**config.mk**
```make
export PLATFORM = sky130hd
export DESIGN_NAME = memory_stage
export DESIGN_NICKNAME = d
export VERILOG_FILES = /design/src/rtl/memory_stage.sv
export SDC_FILE = /design/constraint.sdc
export NUM_CORES = 1
export LEC_CHECK = 0
export CAP_MARGIN = 20
export CORE_UTILIZATION = 49
export CTS_BUF_LIST = sky130_fd_sc_hd__clkbuf_16
export CTS_CLUSTER_DIAMETER = 30
export DETAILED_ROUTE_END_ITERATION = 16
export DONT_BUFFER_PORTS = 1
export GPL_TIMING_DRIVEN = 0
export PLACE_DENSITY_LB_ADDON = 0.25
export SYNTH_ARGS = -nofsm -noshare
export SYNTH_HDL_FRONTEND = slang
export SYNTH_SLANG_ARGS = --single-unit
```
**constraint.sdc**
```tcl
create_clock -name clk -period 1.9 [get_ports clk]
set_clock_uncertainty 0.05 [all_clocks]
set_input_delay 0.19 -clock clk [delete_from_list [all_inputs] [get_ports clk]]
set_output_delay 0.19 -clock clk [all_outputs]
set_load 0.01 [all_outputs]
```
**src/rtl/memory_stage.sv**
```systemverilog
// Pipeline MEM stage: forwards ALU results in one cycle and holds loads/stores
// in WAIT_MEM until the data memory returns a single-cycle ack.
module memory_stage #(
    parameter int DATA_W = 24,
    parameter int DEST_W = 4,
    parameter int CNT_W  = 16
) (
    input  logic              clk,
    input  logic              rst_n,
    input  logic              in_valid,
    output logic              in_ready,
    input  logic              writeback_enable_in,
    input  logic              mem_read_enable_in,
    input  logic              mem_write_enable_in,
    input  logic [DEST_W-1:0] instruction_dest_in,
    input  logic [DATA_W-1:0] alu_result_in,
    input  logic [DATA_W-1:0] store_data_in,
    output logic              mem_req,
    output logic              mem_we,
    output logic [DATA_W-1:0] mem_addr,
    output logic [DATA_W-1:0] mem_wdata,
    input  logic              mem_ack,
    input  logic [DATA_W-1:0] mem_rdata,
    output logic              writeback_enable,
    output logic              mem_read_enable,
    output logic [DEST_W-1:0] instruction_dest,
    output logic [DATA_W-1:0] mem_read_data,
    output logic [DATA_W-1:0] alu_result,
    output logic              wb_valid,
    output logic [CNT_W-1:0]  mem_wait_cycles
);

    // state    | meaning
    // S_IDLE   | ready for a new bundle; non-memory ops complete here
    // S_WAIT   | load/store outstanding, mem_req held until mem_ack
    localparam logic [0:0] S_IDLE = 1'b0;
    localparam logic [0:0] S_WAIT = 1'b1;

    logic [0:0]        r_state;
    logic              r_mem_we;
    logic [DATA_W-1:0] r_mem_addr;
    logic [DATA_W-1:0] r_mem_wdata;
    logic              r_cap_wb_en;
    logic              r_cap_is_load;
    logic [DEST_W-1:0] r_cap_dest;

    logic              r_wb_valid;
    logic              r_wb_en;
    logic              r_rd_en;
    logic [DEST_W-1:0] r_dest;
    logic [DATA_W-1:0] r_rdata;
    logic [DATA_W-1:0] r_alu;
    logic [CNT_W-1:0]  r_cnt;

    logic w_idle;
    logic w_accept;
    logic w_is_mem;
    logic w_cnt_sat;

    assign w_idle    = (r_state == S_IDLE);
    assign w_accept  = in_valid && w_idle;
    assign w_is_mem  = mem_read_enable_in || mem_write_enable_in;
    assign w_cnt_sat = (r_cnt == {CNT_W{1'b1}});

    always_ff @(posedge clk or negedge rst_n) begin
        if (!rst_n) begin
            r_state       <= S_IDLE;
            r_mem_we      <= 1'b0;
            r_mem_addr    <= '0;
            r_mem_wdata   <= '0;
            r_cap_wb_en   <= 1'b0;
            r_cap_is_load <= 1'b0;
            r_cap_dest    <= '0;
            r_wb_valid    <= 1'b0;
            r_wb_en       <= 1'b0;
            r_rd_en       <= 1'b0;
            r_dest        <= '0;
            r_rdata       <= '0;
            r_alu         <= '0;
            r_cnt         <= '0;
        end else begin
            r_wb_valid <= 1'b0;
            case (r_state)
                S_IDLE: begin
                    if (w_accept) begin
                        if (w_is_mem) begin
                            r_state       <= S_WAIT;
                            // read+write together is treated as a plain load
                            r_mem_we      <= mem_write_enable_in && !mem_read_enable_in;
                            r_mem_addr    <= alu_result_in;
                            r_mem_wdata   <= store_data_in;
                            r_cap_wb_en   <= writeback_enable_in;
                            r_cap_is_load <= mem_read_enable_in;
                            r_cap_dest    <= instruction_dest_in;
                        end else begin
                            r_wb_valid <= 1'b1;
                            r_wb_en    <= writeback_enable_in;
                            r_rd_en    <= 1'b0;
                            r_dest     <= instruction_dest_in;
                            r_rdata    <= '0;
                            r_alu      <= alu_result_in;
                        end
                    end
                end
                S_WAIT: begin
                    if (!w_cnt_sat) begin
                        r_cnt <= r_cnt + {{(CNT_W-1){1'b0}}, 1'b1};
                    end
                    if (mem_ack) begin
                        r_state    <= S_IDLE;
                        r_wb_valid <= 1'b1;
                        r_wb_en    <= r_cap_wb_en;
                        r_rd_en    <= r_cap_is_load;
                        r_dest     <= r_cap_dest;
                        r_rdata    <= r_cap_is_load ? mem_rdata : '0;
                        r_alu      <= r_mem_addr;
                    end
                end
                default: r_state <= S_IDLE;
            endcase
        end
    end

    assign in_ready         = w_idle;
    assign mem_req          = !w_idle;
    assign mem_we           = r_mem_we && !w_idle;
    assign mem_addr         = r_mem_addr;
    assign mem_wdata        = r_mem_wdata;
    assign wb_valid         = r_wb_valid;
    assign writeback_enable = r_wb_en && r_wb_valid;
    assign mem_read_enable  = r_rd_en;
    assign instruction_dest = r_dest;
    assign mem_read_data    = r_rdata;
    assign alu_result       = r_alu;
    assign mem_wait_cycles  = r_cnt;

endmodule

```
==> metrics.csv, run 1 <==
stage,metric,value,unit
yosys,Synth area leaders,"dfrtp_1, nand2_1, mux2i_1",
routing,Routed WL per cell,18.4,microns
routing,DRC Markers,0,
clock_network,"Clk Latency, worst-skew pair",0.41,ns
place,Port Buffers,0,
worst_setup_path,crit end category,flop,
layout,final instance area,0.00680,sq mm
worst_setup_path,CP max FO,6,
global_routing,first-pass GRT wire length,22100,microns
floorplanning,chip width,104,microns
routing,Via-to-Cell Ratio,5.35,
yosys,"Top FF cell, synth",dfrtp_1,
sta,PnR worst setup slack,0.0354,ns
floorplanning,# IOs,205,
yosys,"area leader, netlist",dfrtp_1,
yosys,Yosys reg bits,127,
flow_run,Max Cap Viol,0,
yosys,"Seq/Total Area, Yosys",0.620,
worst_setup_path,startpoint types,flop,
layout,P&R area growth vs syn,32.6,%
hold_path,Min-Delay Path Class,in2async,
clock_network,clk slew on worst S/H paths,0.05,ns
routing,Routed Antenna Nets,0,
yosys,Post-synth EDFFs,0,
worst_setup_path,worst path required time,2.13,ns
sta,fmax,0.536,GHz
place,Routability Congestion,0.779,
sta,crit share post-route,0.981,
sta,Finish-stage setup viols,0,
clock_network,cts hold-fix bufs,79,
pwr,leakage,3.40,nW
sta,minimum clock period,1.86,ns
routing,total length of routed wires,13700,microns
clock_network,CTS Sinks,127,
global_routing,total gr overflow,0,
status,violated checks,negative hold slack,
clock_network,Num CTS Buffers,17,
clock_network,TritonCTS clock tree,built,
place,DP Area,0.00530,sq mm
worst_setup_path,Worst path max stage delay,0.50,ns
yosys,Synth top area share,0.620,
floorplanning,die height,104,microns
routing,DRT Pass-1 Iters,4,
floorplanning,DIE AREA,0.0109,sq mm
sta,Slew HR,0.485,
global_routing,initial antenna violation count,0,
sta,Hold Fails Final Rpt,127,
worst_setup_path,CP Cell Sequence,nand4_1 -> nor4_4 -> nand2b_4 -> mux2_1,
worst_setup_path,Crit Path Category,reg2reg,
yosys,synthesized area per cell,10.4,sq um
sta,"Slew Viols, Final",0,
routing,DR iter-0 viols,264,
status,status,"complete, but fails checks",
yosys,post-synth cell types,37,
routing,Vias,3978,
layout,nets,681,
yosys,Post-synth ARST share,1.00,
yosys,"count leader, synth",nand2_1,
layout,# diodes,0,
clock_network,maximum clock path buffer count,2,
yosys,post-synthesis cell area,0.00513,sq mm
floorplanning,Core Region,0.00995,sq mm
worst_setup_path,data arrival time at the worst-slack endpoint,2.10,ns
worst_setup_path,R2R Setup Slk,0.04,ns
place,DPL Wire Length,8430,microns
yosys,Mapped Nets,578,
yosys,post-synthesis cell count,494,
sta,hold_ws,-0.570,ns
pwr,Total Power,8.78,mW
worst_setup_path,slowest CP cell,dfrtp_1,
place,pre-CTS setup slack,-0.247,ns
sta,Slew @ Worst Pin,0.772,ns
pwr,worst vdd ir,775,uV
layout,fin util,0.683,
layout,layout cells sized above 1,0.116,
pwr,PD cells,1290,mW/mm^2
global_routing,GRT Total Usage,0.266,
yosys,Post-synth top cells,"nand2_1, dfrtp_1, o21ai_0",
floorplanning,num rows,36,
yosys,yosys warns,0,
floorplanning,initial cell density of the core,0.515,
global_routing,largest net degree at the start of global routing,128,
clock_network,htree depth,4,
clock_network,clock root cell,clkbuf_16,
global_routing,vias in the first global route,4268,
==> final timing paths <==
| check | end | depth (start not counted) | start |
|---|---|---|---|
| min in group clk | alu_result[12] | 2 | alu_result_in[12] |
| max reg2reg | mem_wait_cycles[1] | 4 | mem_wait_cycles[12] |
| min | alu_result[12] | 0 | rst_n |
| max in group asynchronous | mem_wdata[10] | 0 | rst_n |
| min reg2reg | r_cap_is_load | 2 | r_cap_is_load |
| max | mem_wait_cycles[1] | 4 | mem_wait_cycles[12] |
==> final cells by class <==
type	instances	area, sq um
multi-input combinational	337	1850
buffer	28	146
inverter	2	7.51
clock buffer	17	425
clock inverter	15	195
tap	133	166
sequential	127	3180
timing repair buffer	84	828
fill	734	3150
==> critical path, delay by kind of cell (launching register included) <==
kind	cells	cell delay (ns)
AND/OR/NAND/NOR	3	0.86
flip-flops	1	0.50
multiplexers	1	0.34
==> flip-flops by register name, summed over array words and instances (netlist names) <==
name	flops
mem_read_enable	1
wb_valid	1
mem_read_data	24
alu_result	24
r_cap_is_load	1
mem_addr	24
mem_req	1
mem_wdata	24
r_cap_wb_en	1
r_wb_en	1
r_mem_we	1
instruction_dest	4
r_cap_dest	4
mem_wait_cycles	16
==> cell families after synthesis <==
| logic type | count (synthesis) | synth area share |
|---|---|---|
| multiplexers | 31 | 0.0610 |
| AND/OR/NAND/NOR | 231 | 0.191 |
| XOR/XNOR | 13 | 0.0222 |
| adder cells (fa/ha/maj) | 1 | 0.00244 |
| buffers and inverters | 30 | 0.0239 |
| flip-flops | 127 | 0.620 |
| AO/OA/AOI/OAI | 61 | 0.0798 |
==> timing repair <==
item                                    in CTS  in global routing
endpoints found under the setup margin      90                 98
pin swaps                                    1                  4
setup buffers                                1                  4
endpoints found under the hold margin      235                127
resized for setup                           16                 18
==> cell usage in the layout, fill, tap and decap left out, types with 3 or more instances in the layout <==
| cell | instances |
|---|---|
| a22o_1 | 24 |
| nor2_1 | 6 |
| o21ai_0 | 32 |
| dfrtp_1 | 124 |
| buf_4 | 6 |
| xor2_1 | 11 |
| clkbuf_4 | 4 |
| clkinv_4 | 3 |
| nor3_1 | 3 |
| buf_2 | 4 |
| clkbuf_1 | 5 |
| nand2_1 | 200 |
| nand4_1 | 3 |
| clkbuf_2 | 14 |
| dfrtp_2 | 3 |
| clkbuf_16 | 17 |
| inv_1 | 3 |
| dlygate4sd3_1 | 79 |
| bufinv_16 | 4 |
| mux2i_1 | 29 |
==> metal layers <==
metal	part of all wire	GRT usage	up-vias
li1	-	-	1849
met1	0.40	0.295	1922
met2	0.51	0.455	187
met3	0.083	0.0984	20
met4	0.014	0.116	0
met5	0	0	-
==> metrics by stage <==
stage | hold slack, ns | std cells | setup TNS, ns
finish | -0.570 | 743 | 0
global route | -0.592 | 743 | -0.0370
CTS | -0.587 | 739 | 0
detailed placement | -0.153 | 627 | -5.95
global placement | -0.153 | 627 | -3.97
floorplan | -0.156 | 494 | 0
==> where the power goes <==
| group | leakage [nW] | total (mW) | internal, mW | switching (mW) |
|---|---|---|---|---|
| clock | 0.304 | 3.36 | 2.19 | 1.17 |
| sequential | 1.61 | 4.20 | 3.34 | 0.858 |
| combinational | 1.48 | 1.22 | 0.562 | 0.655 |
| total | 3.40 | 8.78 | 6.09 | 2.68 |
(Power assumes the default switching activity.)
==> run 2, diff against run 1 <==
--- a/config.mk
+++ b/config.mk
@@ -6,7 +6,7 @@
 export NUM_CORES = 1
 export LEC_CHECK = 0
 export CAP_MARGIN = 20
-export CORE_UTILIZATION = 49
+export CORE_UTILIZATION = 40
 export CTS_BUF_LIST = sky130_fd_sc_hd__clkbuf_16
 export CTS_CLUSTER_DIAMETER = 30
 export DETAILED_ROUTE_END_ITERATION = 16
==> metrics.csv, run 2 (synthesized netlist as in run 1, its figures left out) <==
stage,metric,value,unit,change
status,status,"complete, but fails checks",,
status,violated checks,negative hold slack,,
routing,Vias,3929,,-1.2%
floorplanning,DIE AREA,0.0133,sq mm,+22%
global_routing,initial antenna violation count,0,,unchanged
clock_network,htree depth,4,,unchanged
place,Port Buffers,0,,unchanged
pwr,sw power,2.59,mW,-3.6%
pwr,combinational group share of total power,0.145,,+0.006
place,DPL Wire Length,8710,microns,+3.3%
clock_network,"Clk Latency, worst-skew pair",0.41,ns,about the same
pwr,Internal,5.65,mW,-7.4%
clock_network,TritonCTS clock tree,built,,
floorplanning,num rows,41,,+14%
place,pre-CTS setup slack,-0.351,ns,-0.104 ns
clock_network,clk slew on worst S/H paths,0.05,ns,about the same
clock_network,CTS Sinks,127,,unchanged
pwr,PD cells,1220,mW/mm^2,-5.3%
worst_setup_path,CP max FO,4,,-2
global_routing,first-pass GRT wire length,20900,microns,-5.5%
floorplanning,initial cell density of the core,0.408,,-0.107
routing,DRT Pass-1 Iters,4,,unchanged
global_routing,GRT Total Usage,0.213,,-0.0526
routing,DR iter-0 viols,183,,-31%
clock_network,clock root cell,clkbuf_16,,
worst_setup_path,data arrival time at the worst-slack endpoint,2.09,ns,about the same
global_routing,largest net degree at the start of global routing,128,,unchanged
global_routing,total gr overflow,0,,unchanged
routing,total length of routed wires,13700,microns,+0.36%
floorplanning,Core Region,0.0126,sq mm,+26%
layout,# diodes,0,,unchanged
floorplanning,die height,115,microns,+10%
layout,nets,678,,-0.44%
routing,Via-to-Cell Ratio,5.06,,-5.6%
routing,Routed Antenna Nets,0,,unchanged
sta,Slew @ Worst Pin,0.491,ns,-0.281 ns
hold_path,Min-Delay Path Class,in2async,,
sta,crit share post-route,0.951,,-0.0301
floorplanning,chip width,115,microns,+10%
pwr,Clock Power Share,0.344,,-0.039
place,Routability Congestion,0.768,,-1.4%
worst_setup_path,startpoint types,flop,,
layout,P&R area growth vs syn,31.4,%,
pwr,sw frac,0.314,,+0.00862
global_routing,vias in the first global route,4123,,-3.4%
clock_network,cts hold-fix bufs,79,,unchanged
worst_setup_path,crit end category,flop,,
sta,minimum clock period,1.81,ns,-0.0572 ns
sta,Slew HR,0.673,,+0.187
sta,Hold Fails Final Rpt,127,,unchanged
clock_network,Num CTS Buffers,17,,unchanged
worst_setup_path,worst path required time,2.18,ns,+0.05 ns
worst_setup_path,Crit Path Category,reg2reg,,
pwr,Flop pwr share,0.511,,+0.033
routing,Routed WL per cell,17.7,microns,-4.0%
layout,"commonest non-fill, non-tap cell in the layout",nand2_1,,
sta,fmax,0.553,GHz,+3.2%
sta,"Slew Viols, Final",0,,unchanged
pwr,leakage,3.35,nW,-1.4%
flow_run,Max Cap Viol,0,,unchanged
pwr,Total Power,8.23,mW,-6.2%
routing,DRC Markers,0,,unchanged
layout,layout cells sized above 1,0.106,,-0.0106
clock_network,maximum clock path buffer count,2,,unchanged
sta,PnR worst setup slack,0.0926,ns,+0.0572 ns
pwr,worst vdd ir,702,uV,-9.5%
layout,most frequent cells in the layout,"nand2_1, dfrtp_1, dlygate4sd3_1",,
sta,Finish-stage setup viols,0,,unchanged
floorplanning,# IOs,205,,unchanged
sta,hold_ws,-0.576,ns,-0.00566 ns
-- run 2: metal layers --
layer | vias to the layer above | wire length (microns) | track usage
li1 | 1837 | - | -
met1 | 1894 | 5550 | 0.242
met2 | 178 | 6630 | 0.355
met3 | 20 | 1330 | 0.0907
met4 | 0 | 219 | 0.0866
met5 | - | 0 | 0
-- run 2: cell type report --
| type | instances | area, sq um |
|---|---|---|
| Clock buffer | 17 | 425 |
| Timing Repair Buffer | 82 | 813 |
| Buffer | 27 | 139 |
| Fill cell | 1094 | 5830 |
| Multi-Input combinational cell | 337 | 1870 |
| Clock inverter | 13 | 85.1 |
| Sequential cell | 127 | 3180 |
| Inverter | 2 | 7.51 |
| Tap cell | 172 | 215 |
-- run 2: path summary, 6_finish.rpt --
kind | end | slack [ns] | cells after the start | from
worst max-delay path | mem_wait_cycles[14] | 0.09 | 5 | mem_wait_cycles[0]
worst min-delay path | mem_wait_cycles[13] | -0.58 | 0 | rst_n
worst max register to register | mem_wait_cycles[14] | 0.09 | 5 | mem_wait_cycles[0]
worst min register to register | r_cap_is_load | 0.41 | 2 | r_cap_is_load
max in group asynchronous | mem_read_data[0] | 2.18 | 0 | rst_n
min in group clk | r_cap_is_load | 0.03 | 3 | in_valid
-- run 2: worst max-delay path: stages (launching register included) --
cell     delay (ns)
dfrtp_2        0.44
ha_4           0.16
nand4_1        0.17
or3_4          0.46
nor4_4         0.29
xor2_1         0.16
-- run 2: through the flow --
| stage | cells | utilization | TNS (ns) | cell area [sq um] | hold slack, ns |
|---|---|---|---|---|---|
| global route | 777 | 0.536 | -0.0229 | 6740 | -0.607 |
| CTS | 776 | 0.533 | -0.0335 | 6700 | -0.598 |
| detailed placement | 666 | 0.425 | -14.98 | 5350 | -0.153 |
| floorplan | 494 | - | 0 | 5130 | -0.156 |
| global placement | 666 | 0.425 | -11.48 | 5350 | -0.153 |
| finish | 777 | 0.536 | 0 | 6740 | -0.576 |
-- run 2: what timing repair did --
action	CTS	global route
gates cloned	0	0
buffers inserted	2	1
pin swaps	1	3
setup endpoints to repair	95	73
resized for setup	19	14
endpoints found under the hold margin	236	127
-- run 2: power groups by stage --
stage          logic [mW]  registers (mW)  clock network (mW)
4_1_cts              1.18            4.20                2.91
2_1_floorplan       0.801            4.05                   0
6_report             1.19            4.21                2.83
3_5_place_dp         1.02            4.23                   0
5_1_grt              1.36            4.30                3.05
3_3_place_gp        0.968            4.22                   0
==> run 3, diff against run 2 <==
--- a/config.mk
+++ b/config.mk
@@ -6,7 +6,9 @@
 export NUM_CORES = 1
 export LEC_CHECK = 0
 export CAP_MARGIN = 20
-export CORE_UTILIZATION = 40
+export CELL_PAD_IN_SITES_DETAIL_PLACEMENT = 1
+export CELL_PAD_IN_SITES_GLOBAL_PLACEMENT = 2
+export CORE_UTILIZATION = 33
 export CTS_BUF_LIST = sky130_fd_sc_hd__clkbuf_16
 export CTS_CLUSTER_DIAMETER = 30
 export DETAILED_ROUTE_END_ITERATION = 16
==> metrics.csv, run 3 (synthesized netlist as in run 1, its figures left out) <==
stage,metric,value,unit,change
status,status,"complete, but fails checks",,
status,violated checks,negative hold slack,,
worst_setup_path,reg-to-reg endpoint,mem_wait_cycles[1],,
layout,P&R area growth vs syn,34.0,%,
pwr,PD cells,1300,mW/mm^2,+6.6%
pwr,leakage,3.40,nW,+1.7%
clock_network,Num CTS Buffers,17,,unchanged
worst_setup_path,CP Cell Sequence,nand4_1 -> buf_4 -> nor4_4 -> nand2b_1 -> mux2_1,,
clock_network,cts hold-fix bufs,79,,unchanged
global_routing,largest net degree at the start of global routing,128,,unchanged
clock_network,TritonCTS clock tree,built,,
layout,FF+latch area,0.00318,sq mm,about the same
worst_setup_path,CP max FO,6,,+2
sta,"Slew Viols, Final",0,,unchanged
routing,Routed WL per cell,18.9,microns,+6.9%
hold_path,Min-Delay Path Class,in2async,,
place,Routability Congestion,0.729,,-5.1%
worst_setup_path,crit end category,flop,,
floorplanning,# IOs,205,,unchanged
sta,Slew HR,0.649,,-0.0240
floorplanning,initial cell density of the core,0.337,,-0.0707
floorplanning,num rows,45,,+9.8%
place,pre-CTS setup slack,-0.312,ns,+0.0393 ns
sta,Hold Fails Final Rpt,127,,unchanged
routing,total length of routed wires,15000,microns,+9.5%
routing,Routed Antenna Nets,0,,unchanged
layout,most frequent cells in the layout,"nand2_1, dfrtp_1, dlygate4sd3_1",,
floorplanning,die height,127,microns,+9.9%
clock_network,maximum clock path buffer count,2,,unchanged
worst_setup_path,crit path from,mem_wait_cycles[12],,
global_routing,first-pass GRT wire length,23900,microns,+14%
sta,crit share post-route,0.969,,+0.0176
layout,layout cells sized above 1,0.115,,+0.00935
worst_setup_path,CP top delay family,simple AND/OR/NAND/NOR gates,,
sta,PnR worst setup slack,0.0593,ns,-0.0334 ns
global_routing,initial antenna violation count,0,,unchanged
clock_network,htree depth,4,,unchanged
layout,"commonest non-fill, non-tap cell in the layout",nand2_1,,
floorplanning,Core Region,0.0152,sq mm,+21%
pwr,worst vdd ir,573,uV,-18%
sta,fmax,0.543,GHz,-1.8%
global_routing,vias in the first global route,4380,,+6.2%
sta,Slew @ Worst Pin,0.527,ns,+0.0359 ns
routing,DR iter-0 viols,194,,+6.0%
clock_network,clk slew on worst S/H paths,0.06,ns,about the same
clock_network,clock root cell,clkbuf_16,,
sta,minimum clock period,1.84,ns,+0.0334 ns
clock_network,CTS Sinks,127,,unchanged
floorplanning,chip width,127,microns,+9.9%
layout,area of the multi-input gates,0.00184,sq mm,-1.5%
layout,nets,679,,+0.15%
place,Port Buffers,0,,unchanged
routing,DRT Pass-1 Iters,4,,unchanged
worst_setup_path,slowest CP cell,dfrtp_1,,
worst_setup_path,R2R Setup Slk,0.06,ns,-0.03 ns
sta,hold_ws,-0.574,ns,+0.00144 ns
worst_setup_path,Critical Path Stages,5,,unchanged
sta,Finish-stage setup viols,0,,unchanged
routing,DRC Markers,0,,unchanged
worst_setup_path,r2r startpoint,mem_wait_cycles[12],,
worst_setup_path,Crit Path Category,reg2reg,,
global_routing,GRT Total Usage,0.197,,-0.0166
routing,Vias,3918,,-0.28%
worst_setup_path,worst path required time,2.13,ns,-0.05 ns
layout,fillcell total,1650,,+51%
floorplanning,DIE AREA,0.0160,sq mm,+21%
pwr,Total Power,8.95,mW,+8.7%
flow_run,Max Cap Viol,0,,unchanged
sta,RSZ-0062 raised after global routing,true,,
place,DPL Wire Length,9380,microns,+7.7%
worst_setup_path,worst path bufs/invs,1,,+1
worst_setup_path,data arrival time at the worst-slack endpoint,2.08,ns,about the same
global_routing,total gr overflow,0,,unchanged
layout,# diodes,0,,unchanged
routing,Via-to-Cell Ratio,4.92,,-2.7%
clock_network,"Clk Latency, worst-skew pair",0.41,ns,about the same
worst_setup_path,reg2reg path depth,5,,unchanged
worst_setup_path,Worst path max stage delay,0.49,ns,+0.03 ns
worst_setup_path,startpoint types,flop,,
==> run 3: cell count changes in the layout (fill, tap and decap cells not counted), moves of 2 or more <==
cell       before  now
clkinv_2        5    3
clkinv_4        0    3
clkinv_1        3    0
bufinv_16       1    5
inv_1           4    2
==> run 3: how the worst max path moves through the flow <==
stage	slack, ns	to
6_report	0.06	mem_wait_cycles[1]
5_1_grt	-0.04	mem_wait_cycles[1]
4_1_cts	0.003	mem_wdata[15]
3_5_place_dp	-0.31	alu_result[5]
3_3_place_gp	-0.22	mem_wait_cycles[1]
2_1_floorplan	0.02	mem_wait_cycles[1]
==> run 3: power by group <==
part / total (mW) / internal, mW / switching, mW
Clock: 3.55 / 2.32 / 1.22
Combinational: 1.19 / 0.556 / 0.634
Sequential: 4.22 / 3.34 / 0.874
==> run 3: per-stage QoR <==
stage | util | setup TNS, ns | area [sq um] | instances
finish | 0.452 | 0 | 6870 | 796
global placement | 0.353 | -10.67 | 5370 | 682
CTS | 0.450 | 0 | 6840 | 794
floorplan | - | 0 | 5130 | 494
detailed placement | 0.353 | -15.75 | 5370 | 682
global route | 0.452 | -0.0431 | 6870 | 796
==> run 3: worst register-to-register path, stage by stage, from the launching register on <==
cell and delay, ns:
dfrtp_1 0.49, nand4_1 0.15, buf_4 0.18, nor4_4 0.31
nand2b_1 0.20, mux2_1 0.34
==> run 3: timing repair <==
item                                    CTS  global route
endpoints found under the setup margin  106            91
pin swaps                                 1             4
hold endpoints to repair                236           127
gates resized for setup                  19            13
buffers inserted                          1             3
==> run 3: final cells by class <==
type,instances,area share
plain buffers,27,0.0204
clock inverters,15,0.0319
inverters,2,0.00109
flip-flops and latches,127,0.463
clock buffers,17,0.0619
multi-input cells,337,0.268
well taps,188,0.0342
repair buffers,83,0.119
==> run 3: metal layers <==
layer / routed length [microns] / vias up / part of all wire / GRT usage
li1: - / 1832 / - / -
met1: 5810 / 1935 / 0.39 / 0.212
met2: 7830 / 143 / 0.52 / 0.350
met3: 1300 / 8 / 0.086 / 0.0848
met4: 105 / 0 / 0.0070 / 0.0546
met5: 0 / - / 0 / 0
